==> src/rtl/mem_arbiter_if.sv <==
// Bus bundle between the two requesters (instruction fetch, load/store),
// the arbiter and the downstream memory/MMIO port.
interface mem_arbiter_if #(
    parameter int ADDR_W = 32,
    parameter int DATA_W = 64
);
    // instruction-fetch requester
    logic              if_req_valid;
    logic              if_req_ready;
    logic [ADDR_W-1:0] if_req_addr;
    logic              if_resp_valid;
    logic              if_resp_ready;
    logic [DATA_W-1:0] if_resp_data;

    // load/store requester
    logic              ls_req_valid;
    logic              ls_req_ready;
    logic [ADDR_W-1:0] ls_req_addr;
    logic              ls_req_wen;
    logic [DATA_W-1:0] ls_req_wdata;
    logic [3:0]        ls_req_wdt;
    logic              ls_resp_valid;
    logic              ls_resp_ready;
    logic [DATA_W-1:0] ls_resp_data;

    // downstream memory port
    logic [ADDR_W-1:0] mem_raddr;
    logic [ADDR_W-1:0] mem_waddr;
    logic              mem_ren;
    logic              mem_wen;
    logic [DATA_W-1:0] mem_wdata;
    logic [3:0]        wdt_op;
    logic [DATA_W-1:0] mem_rdata;

    // arbiter side
    modport slave (
        input  if_req_valid, if_req_addr, if_resp_ready,
        output if_req_ready, if_resp_valid, if_resp_data,
        input  ls_req_valid, ls_req_addr, ls_req_wen, ls_req_wdata, ls_req_wdt, ls_resp_ready,
        output ls_req_ready, ls_resp_valid, ls_resp_data,
        output mem_raddr, mem_waddr, mem_ren, mem_wen, mem_wdata, wdt_op,
        input  mem_rdata
    );

    // requester + memory side
    modport master (
        output if_req_valid, if_req_addr, if_resp_ready,
        input  if_req_ready, if_resp_valid, if_resp_data,
        output ls_req_valid, ls_req_addr, ls_req_wen, ls_req_wdata, ls_req_wdt, ls_resp_ready,
        input  ls_req_ready, ls_resp_valid, ls_resp_data,
        input  mem_raddr, mem_waddr, mem_ren, mem_wen, mem_wdata, wdt_op,
        output mem_rdata
    );
endinterface

==> src/rtl/mem_arbiter.sv <==
// Two-requester memory arbiter: instruction fetch and load/store share one
// downstream port. Round-robin on ties, one transaction in flight.
//
// state  | meaning
// IDLE   | no transaction; grant one requester if any is valid
// ACCESS | one-cycle downstream strobe with latched request, capture read data
// RESP   | owner's resp_valid held until its resp_ready
module mem_arbiter #(
    parameter int ADDR_W = 32,
    parameter int DATA_W = 64
) (
    input logic           clk,
    input logic           rst,
    mem_arbiter_if.slave  bus
);
    typedef enum logic [1:0] {
        IDLE   = 2'd0,
        ACCESS = 2'd1,
        RESP   = 2'd2
    } state_t;

    localparam logic OWNER_IF = 1'b0;
    localparam logic OWNER_LS = 1'b1;

    state_t            state_q, state_d;
    logic              last_grant_q, last_grant_d;
    logic              owner_q, owner_d;
    logic [ADDR_W-1:0] addr_q, addr_d;
    logic              wen_q, wen_d;
    logic [DATA_W-1:0] wdata_q, wdata_d;
    logic [3:0]        wdt_q, wdt_d;
    logic [DATA_W-1:0] resp_data_q, resp_data_d;

    logic grant_if;
    logic grant_ls;
    logic resp_hs;

    // Round-robin arbitration; no grant while reset is asserted.
    always_comb begin
        grant_if = 1'b0;
        grant_ls = 1'b0;
        if (state_q == IDLE && !rst) begin
            if (bus.if_req_valid && bus.ls_req_valid) begin
                if (last_grant_q == OWNER_IF) begin
                    grant_ls = 1'b1;
                end else begin
                    grant_if = 1'b1;
                end
            end else begin
                grant_if = bus.if_req_valid;
                grant_ls = bus.ls_req_valid;
            end
        end
    end

    assign resp_hs = (state_q == RESP) &&
                     ((owner_q == OWNER_LS) ? bus.ls_resp_ready : bus.if_resp_ready);

    // Next-state and transaction capture.
    always_comb begin
        state_d      = state_q;
        last_grant_d = last_grant_q;
        owner_d      = owner_q;
        addr_d       = addr_q;
        wen_d        = wen_q;
        wdata_d      = wdata_q;
        wdt_d        = wdt_q;
        resp_data_d  = resp_data_q;
        case (state_q)
            IDLE: begin
                if (grant_ls) begin
                    owner_d      = OWNER_LS;
                    addr_d       = bus.ls_req_addr;
                    wen_d        = bus.ls_req_wen;
                    wdata_d      = bus.ls_req_wdata;
                    wdt_d        = bus.ls_req_wdt;
                    last_grant_d = OWNER_LS;
                    state_d      = ACCESS;
                end else if (grant_if) begin
                    // fetches are plain reads with no payload
                    owner_d      = OWNER_IF;
                    addr_d       = bus.if_req_addr;
                    wen_d        = 1'b0;
                    wdata_d      = '0;
                    wdt_d        = '0;
                    last_grant_d = OWNER_IF;
                    state_d      = ACCESS;
                end
            end
            ACCESS: begin
                resp_data_d = wen_q ? '0 : bus.mem_rdata;
                state_d     = RESP;
            end
            RESP: begin
                if (resp_hs) begin
                    state_d = IDLE;
                end
            end
            default: state_d = IDLE;
        endcase
    end

    // State and transaction registers; reset aborts any transaction in flight.
    always_ff @(posedge clk) begin
        if (rst) begin
            state_q      <= IDLE;
            last_grant_q <= OWNER_IF;
            owner_q      <= OWNER_IF;
            addr_q       <= '0;
            wen_q        <= 1'b0;
            wdata_q      <= '0;
            wdt_q        <= '0;
            resp_data_q  <= '0;
        end else begin
            state_q      <= state_d;
            last_grant_q <= last_grant_d;
            owner_q      <= owner_d;
            addr_q       <= addr_d;
            wen_q        <= wen_d;
            wdata_q      <= wdata_d;
            wdt_q        <= wdt_d;
            resp_data_q  <= resp_data_d;
        end
    end

    assign bus.if_req_ready  = grant_if;
    assign bus.ls_req_ready  = grant_ls;

    assign bus.if_resp_valid = (state_q == RESP) && (owner_q == OWNER_IF);
    assign bus.ls_resp_valid = (state_q == RESP) && (owner_q == OWNER_LS);
    assign bus.if_resp_data  = bus.if_resp_valid ? resp_data_q : '0;
    assign bus.ls_resp_data  = bus.ls_resp_valid ? resp_data_q : '0;

    // Both address ports carry the latched address; strobes only in ACCESS.
    assign bus.mem_raddr = addr_q;
    assign bus.mem_waddr = addr_q;
    assign bus.mem_ren   = (state_q == ACCESS) && !wen_q;
    assign bus.mem_wen   = (state_q == ACCESS) && wen_q;
    assign bus.mem_wdata = wdata_q;
    assign bus.wdt_op    = wdt_q;
endmodule

==> src/flat_wrapper.sv <==
// flat-port wrapper written by rule: the top's interface ports become plain ports
module mem_arbiter_flat 
#(
    parameter int ADDR_W = 32,
    parameter int DATA_W = 64
)
  (clk, rst, bus_if_req_valid, bus_if_req_addr, bus_if_resp_ready, bus_if_req_ready, bus_if_resp_valid, bus_if_resp_data, bus_ls_req_valid, bus_ls_req_addr, bus_ls_req_wen, bus_ls_req_wdata, bus_ls_req_wdt, bus_ls_resp_ready, bus_ls_req_ready, bus_ls_resp_valid, bus_ls_resp_data, bus_mem_raddr, bus_mem_waddr, bus_mem_ren, bus_mem_wen, bus_mem_wdata, bus_wdt_op, bus_mem_rdata);
  mem_arbiter_if #(.ADDR_W(ADDR_W), .DATA_W(DATA_W)) bus_i ();
  input logic clk;
  input logic rst;
  input wire logic [$bits(bus_i.if_req_valid)-1:0] bus_if_req_valid;
  input wire logic [$bits(bus_i.if_req_addr)-1:0] bus_if_req_addr;
  input wire logic [$bits(bus_i.if_resp_ready)-1:0] bus_if_resp_ready;
  output wire logic [$bits(bus_i.if_req_ready)-1:0] bus_if_req_ready;
  output wire logic [$bits(bus_i.if_resp_valid)-1:0] bus_if_resp_valid;
  output wire logic [$bits(bus_i.if_resp_data)-1:0] bus_if_resp_data;
  input wire logic [$bits(bus_i.ls_req_valid)-1:0] bus_ls_req_valid;
  input wire logic [$bits(bus_i.ls_req_addr)-1:0] bus_ls_req_addr;
  input wire logic [$bits(bus_i.ls_req_wen)-1:0] bus_ls_req_wen;
  input wire logic [$bits(bus_i.ls_req_wdata)-1:0] bus_ls_req_wdata;
  input wire logic [$bits(bus_i.ls_req_wdt)-1:0] bus_ls_req_wdt;
  input wire logic [$bits(bus_i.ls_resp_ready)-1:0] bus_ls_resp_ready;
  output wire logic [$bits(bus_i.ls_req_ready)-1:0] bus_ls_req_ready;
  output wire logic [$bits(bus_i.ls_resp_valid)-1:0] bus_ls_resp_valid;
  output wire logic [$bits(bus_i.ls_resp_data)-1:0] bus_ls_resp_data;
  output wire logic [$bits(bus_i.mem_raddr)-1:0] bus_mem_raddr;
  output wire logic [$bits(bus_i.mem_waddr)-1:0] bus_mem_waddr;
  output wire logic [$bits(bus_i.mem_ren)-1:0] bus_mem_ren;
  output wire logic [$bits(bus_i.mem_wen)-1:0] bus_mem_wen;
  output wire logic [$bits(bus_i.mem_wdata)-1:0] bus_mem_wdata;
  output wire logic [$bits(bus_i.wdt_op)-1:0] bus_wdt_op;
  input wire logic [$bits(bus_i.mem_rdata)-1:0] bus_mem_rdata;
  assign bus_i.if_req_valid = bus_if_req_valid;
  assign bus_i.if_req_addr = bus_if_req_addr;
  assign bus_i.if_resp_ready = bus_if_resp_ready;
  assign bus_if_req_ready = bus_i.if_req_ready;
  assign bus_if_resp_valid = bus_i.if_resp_valid;
  assign bus_if_resp_data = bus_i.if_resp_data;
  assign bus_i.ls_req_valid = bus_ls_req_valid;
  assign bus_i.ls_req_addr = bus_ls_req_addr;
  assign bus_i.ls_req_wen = bus_ls_req_wen;
  assign bus_i.ls_req_wdata = bus_ls_req_wdata;
  assign bus_i.ls_req_wdt = bus_ls_req_wdt;
  assign bus_i.ls_resp_ready = bus_ls_resp_ready;
  assign bus_ls_req_ready = bus_i.ls_req_ready;
  assign bus_ls_resp_valid = bus_i.ls_resp_valid;
  assign bus_ls_resp_data = bus_i.ls_resp_data;
  assign bus_mem_raddr = bus_i.mem_raddr;
  assign bus_mem_waddr = bus_i.mem_waddr;
  assign bus_mem_ren = bus_i.mem_ren;
  assign bus_mem_wen = bus_i.mem_wen;
  assign bus_mem_wdata = bus_i.mem_wdata;
  assign bus_wdt_op = bus_i.wdt_op;
  assign bus_i.mem_rdata = bus_mem_rdata;
  mem_arbiter #(.ADDR_W(ADDR_W), .DATA_W(DATA_W)) u_core (.clk(clk), .rst(rst), .bus(bus_i));
endmodule
==> config.mk <==
export PLATFORM = sky130hd
export DESIGN_NAME = mem_arbiter_flat
export DESIGN_NICKNAME = d
export VERILOG_FILES = /design/src/rtl/mem_arbiter_if.sv /design/src/rtl/mem_arbiter.sv /design/src/flat_wrapper.sv
export SDC_FILE = /design/constraint.sdc
export NUM_CORES = 1
export LEC_CHECK = 0
export CAP_MARGIN = 5
export CORE_MARGIN = 2
export CORE_UTILIZATION = 23
export CTS_BUF_LIST = sky130_fd_sc_hd__clkbuf_2 sky130_fd_sc_hd__clkbuf_4 sky130_fd_sc_hd__clkbuf_8
export CTS_CLUSTER_SIZE = 40
export DETAILED_ROUTE_END_ITERATION = 8
export PLACE_DENSITY_LB_ADDON = 0.2
export SETUP_SLACK_MARGIN = 0.3
export SYNTH_ARGS = -nofsm -noshare
export SYNTH_HDL_FRONTEND = slang
export SYNTH_SLANG_ARGS = --single-unit
==> constraint.sdc <==
create_clock -name clk -period 2 [get_ports clk]
set_clock_uncertainty 0.2 [all_clocks]
set_input_delay 0.4 -clock clk [delete_from_list [all_inputs] [get_ports clk]]
set_output_delay 0.4 -clock clk [all_outputs]
set_load 0.05 [all_outputs]
Word-level counts from Yosys, hierarchy flattened. Index checks and enable logic that the tools add are counted.

Divide/modulo/power cells: 0. Reduce and logical (&&, ||, !) cells: 13. $mul: 0. Shifts and indexed selects: 0. $add $sub $neg: 0. Bitwise gates (word level): 1. $lt $le $gt $ge: 0. Eq/ne operators: 4. Multiplexer cells: 23.

Operator list (number): 64-bit two-way mux (5); 32-bit two-way mux (2); 1-bit two-way mux (10); 4-bit two-way mux (2); 1-bit logical AND (7); 2-bit two-way mux (3); 2-bit one-hot mux with 3 select lines (1); 2-bit AND reduction (2); 3-bit != test (second input constant) (1); 2-bit by 1-bit == test with 1-bit output (second input constant) (1); 2-bit == test (second input constant) (1); 1-bit logical NOT (2); 2-bit logical NOT (1); 2-bit by 1-bit != test with 1-bit output (second input constant) (1); 2-bit nonzero test (1); 1-bit NOT (1).

Bits in registers: 168. Memories kept: 0. Bits in latches: 0. Bits in read-only memories: 0. Bits in writable memories: 0. Input port bits: 203. Output and inout bits: 266.

Longest topological paths before layout.
Depth after elaboration: 6. Gate-level depth with buffers: 6. Gate-level depth less buffers: 3.

Worst setup path after synthesis. No wires, ideal clock.

Kind: input to output. From: input port rst. To: output port bus_if_req_ready. Setup slack: -0.466 ns. Data arrival time: 1.866 ns. Stages: 5. Path buffers: 3. Path through: buf_2 -> or3_4 -> buf_6 -> buf_2 -> nor2_1.

Word-level cells in the longest chain between the ends: 3.

RTL lines: from (decl) (RTL line flat_wrapper.sv:10) `input logic rst;`; 1-bit logical NOT (RTL line mem_arbiter.sv:42) `if (state_q == IDLE && !rst) begin`; 1-bit logical AND (RTL line mem_arbiter.sv:42); 1-bit two-way mux (RTL line mem_arbiter.sv:42); to (decl) (RTL line flat_wrapper.sv:14) `output wire logic [$bits(bus_i.if_req_ready)-1:0] bus_if_req_ready;`.

Every way passes these cells.

Worst setup path after layout.
From: register u_core.owner_q. To: output port bus_if_resp_data[40].

Word-level cells in the longest chain between the ends: 3.

RTL lines: from (decl) (RTL line mem_arbiter.sv:27) `logic owner_q, owner_d;`; from (signal assigned) (RTL line mem_arbiter.sv:117) `owner_q <= owner_d;`; 1-bit NOT (RTL line mem_arbiter.sv:129) `assign bus.if_resp_valid = (state_q == RESP) && (owner_q == OWNER_IF);`; 1-bit logical AND (RTL line mem_arbiter.sv:129); 64-bit two-way mux (RTL line mem_arbiter.sv:131) `assign bus.if_resp_data = bus.if_resp_valid ? resp_data_q : '0;`; to (decl) (RTL line flat_wrapper.sv:16) `output wire logic [$bits(bus_i.if_resp_data)-1:0] bus_if_resp_data;`.

Every way passes these cells.

==> summary.txt <==
Power and ir drop
  – Sequential Power Share: 38.8%
  – Combinational power share: 35.5%
  – P_int: about 6.2 mW
  – Net Sw Power: ~3.7 mW
  – Switching share of power: a little under two fifths
  – Maximum vdd drop: 0.000350 V
  – Clock share of power: 25.6%
  – PwrDens: 578 nW/um2
  – Pleak: ~6.4 nW

Floorplan
  – # IOs: 469
  – Initial core utilization: 23.5%
  – Die ar.: 35900 um2
  – Die Span X: ~190 um
  – Core footprint: 33700 um2
  – FP Rows: 67
  – Die H: 190 um

CTS
  – Hold buffers post-CTS: 0
  – Clock transition at path regs: ~0.11 ns
  – Root buf cell: clkbuf_8
  – H-tree depth: 4
  – CTS tree: done
  – Clk_lat worst skew: 0.48 ns
  – Cts bufs inserted: 17
  – # clock sinks: 168
  – Clock tree buffer depth: 2

Worst setup path
  – Reg2reg start: u_core.state_q[0]
  – CP startpoint: u_core.owner_q
  – Worst R2R Path Depth: 10
  – Critical path arrival: between 1.5 and 2 ns
  – Critical-path maximum fanout: 7
  – Worst Path Class, Setup: reg2out
  – WP data required: ~1.4 ns
  – Worst setup SP type: register
  – CP Capture Type: output port

Timing
  – Final setup vio count: 236
  – Final hold vios: 0
  – RSZ-0062 raised after global routing: yes
  – Min cycle time layout: 2.37 ns
  – Final Max Tran Viols: 0
  – Worst Tran Pin Value: 0.692 ns
  – Tcrit/Tclk final: 119%
  – Hold Slack: 0.263 ns
  – Slew headroom: 53.9%
  – Final WS setup: -0.373 ns
  – Fmax: 421 MHz

Placed design
  – # port buffers: around 470
  – Routability cong.: 0.774
  – Setup WS pre-CTS: -0.185 ns
  – Post-DP Area: roughly 14000 um2
  – DP HPWL: 24300 um

Hold path
  – Worst Hold Depth: 3
  – Worst Hold Class: in2reg
  – Worst hold start: bus_ls_req_wen

Drt
  – Routed Antenna Nets: 0
  – Metal-1 WL: approximately 15000 um
  – Pre-Repair DR Iteration Count: 5
  – Post-route DRC: 0
  – Top Layer Used: met4
  – Iter 0 DRT Violations: between 400 and 500
  – Met2 wire len: 18900 um
  – Vias: around 9100
  – Vias/cell: a little under 5
  – Drt wl/cell: approximately 20 um
  – Total wire length: 38000 um
  – WL met3: 3000 um

Synthesis
  – YS warnings: 0
  – Cell area after synthesis: between 7000 and 8000 um2
  – Mapped Cells: 986
  – Register area share after synthesis: 42.5%
  – Yosys cell types: 29
  – Biggest area consumer among synthesized cells: dfxtp_1
  – Post-synthesis register bit count: 168
  – Avg Inst Size Synth: around 8 um2
  – Post-synthesis net count: around 1200
  – Synth top area share: 42.5%
  – Synth area leaders: dfxtp_1, a21oi_1, and2_1

Cells and area
  – Register area: 3490 um2
  – Final Net Count: around 1600
  – Area occupied by multi-input gates: 4680 um2
  – Design area: ~17000 um2
  – # fillers: 3103
  – Antenna diodes: 0
  – Share of cells above drive strength 1: 49.4%
  – Area delta synth->final: 115%

Outcome
  – Failing checks: setup timing
  – Status: finished, violations left

GRT
  – Largest net degree at the start of global routing: 110
  – Total grt overflow: 0
  – First-pass GRT wire length: ~54000 um
  – Antenna violations before repair: 0
  – GRT Util Overall: 19.5%
  – Vias in the first global route: 8858

Job
  – Maxcap violations: 0
==> kinds of logic (layout without fill, tap and decap cells) <==
family,after synthesis,count (layout),share of synthesized area [%]
buffers and inverters,141,607,9.36
AO/OA/AOI/OAI,304,304,20.9
multiplexers,1,1,0.126
AND/OR/NAND/NOR,372,374,27.2
flip-flops,168,168,42.5
==> cells in the final DEF (no fill, tap or decap), types with 64 or more instances in the layout <==
master / instances
clkdlybuf4s50_1: 201
buf_12: 164
a21oi_1: 155
and2_4: 129
buf_6: 119
nand3_1: 101
dfxtp_1: 98
o21ai_2: 73
nand3b_1: 65
nand2_1: 64
==> per-layer routing <==
| metal | vias up | GRT usage, % |
|---|---|---|
| met3 | 46 | 5.60 |
| met5 | - | 0 |
| li1 | 4339 | - |
| met1 | 4362 | 24.1 |
| met4 | 0 | 6.23 |
| met2 | 389 | 32.6 |
==> path summary, 6_finish.rpt <==
check / to / slack [ns]
worst max-delay path: bus_if_resp_data[40] / -0.37
worst min-delay path: u_core.wen_q / 0.26
worst max register to register: u_core.bus.mem_wdata[17] / -0.22
worst min register to register: u_core.bus.mem_wdata[3] / 0.27
==> power by group through the flow <==
stage | Clock, mW | Combinational (mW) | Sequential [mW]
floorplan | 0 | 1.23 | 4.21
global placement | 0 | 2.70 | 3.84
detailed placement | 0 | 2.71 | 3.84
CTS | 2.61 | 3.20 | 3.80
global route | 2.76 | 3.67 | 3.85
finish | 2.52 | 3.50 | 3.82
==> repair_timing <==
item | in CTS | in global routing
pin swaps | 36 | 147
resized for setup | 213 | 235
setup buffers | 27 | 3
hold endpoints to repair | 0 | 0
setup endpoints to repair | 341 | 354
gates cloned | 17 | 14
==> critical path: stages, from the launching register on <==
cell	delay, ns
dfxtp_4	0.39
nor3b_4	0.17
buf_6	0.15
buf_12	0.15
buf_4	0.14
and2_4	0.15
buf_12	0.13
==> registers in the layout, indices dropped and copies added, names as in the netlist <==
name,count
u_core.owner_q,1
u_core.state_q,2
u_core.bus.wdt_op,4
u_core.wen_q,1
u_core.bus.mem_raddr,32
u_core.resp_data_q,64
u_core.bus.mem_wdata,64
==> per-stage QoR <==
stage / utilization [%] / std cells / power (mW) / setup TNS (ns)
floorplan: - / 986 / 5.44 / -0.00300
detailed placement: 42.8 / 1809 / 6.56 / -13.86
finish: 50.5 / 1902 / 9.84 / -58.54
global route: 50.5 / 1902 / 10.3 / -75.88
global placement: 42.8 / 1809 / 6.53 / -10.56
CTS: 47.4 / 1885 / 9.60 / -67.08
==> synthesized netlist by cell type <==
master,instances
a21boi_1,1
dfxtp_1,168
and3b_1,1
nor3b_1,1
a21bo_2,1
or2_2,1
buf_4,41
nand3b_1,65
clkbuf_2,6
inv_1,1
mux2i_1,1
nor2_1,4
nand3_1,101
buf_6,1
nand2b_1,1
buf_1,1
clkbuf_1,57
o21ai_0,91
o21ai_1,11
a21oi_1,167
nor2_8,1
and2_1,129
buf_2,34
nor2b_1,1
nor2_4,1
nand2_1,64
a311oi_1,33
nor3_4,1
or3_4,1
==> cell type report <==
cell class	instances	area share (%)
Clock buffer	17	1.37
Clock inverter	15	0.940
Inverter	1	0.0220
Multi-Input combinational cell	679	27.5
Sequential cell	168	20.5
Tap cell	448	3.29
Timing Repair Buffer	574	46.4
No activity file was read; power rests on OpenSTA's default activity.
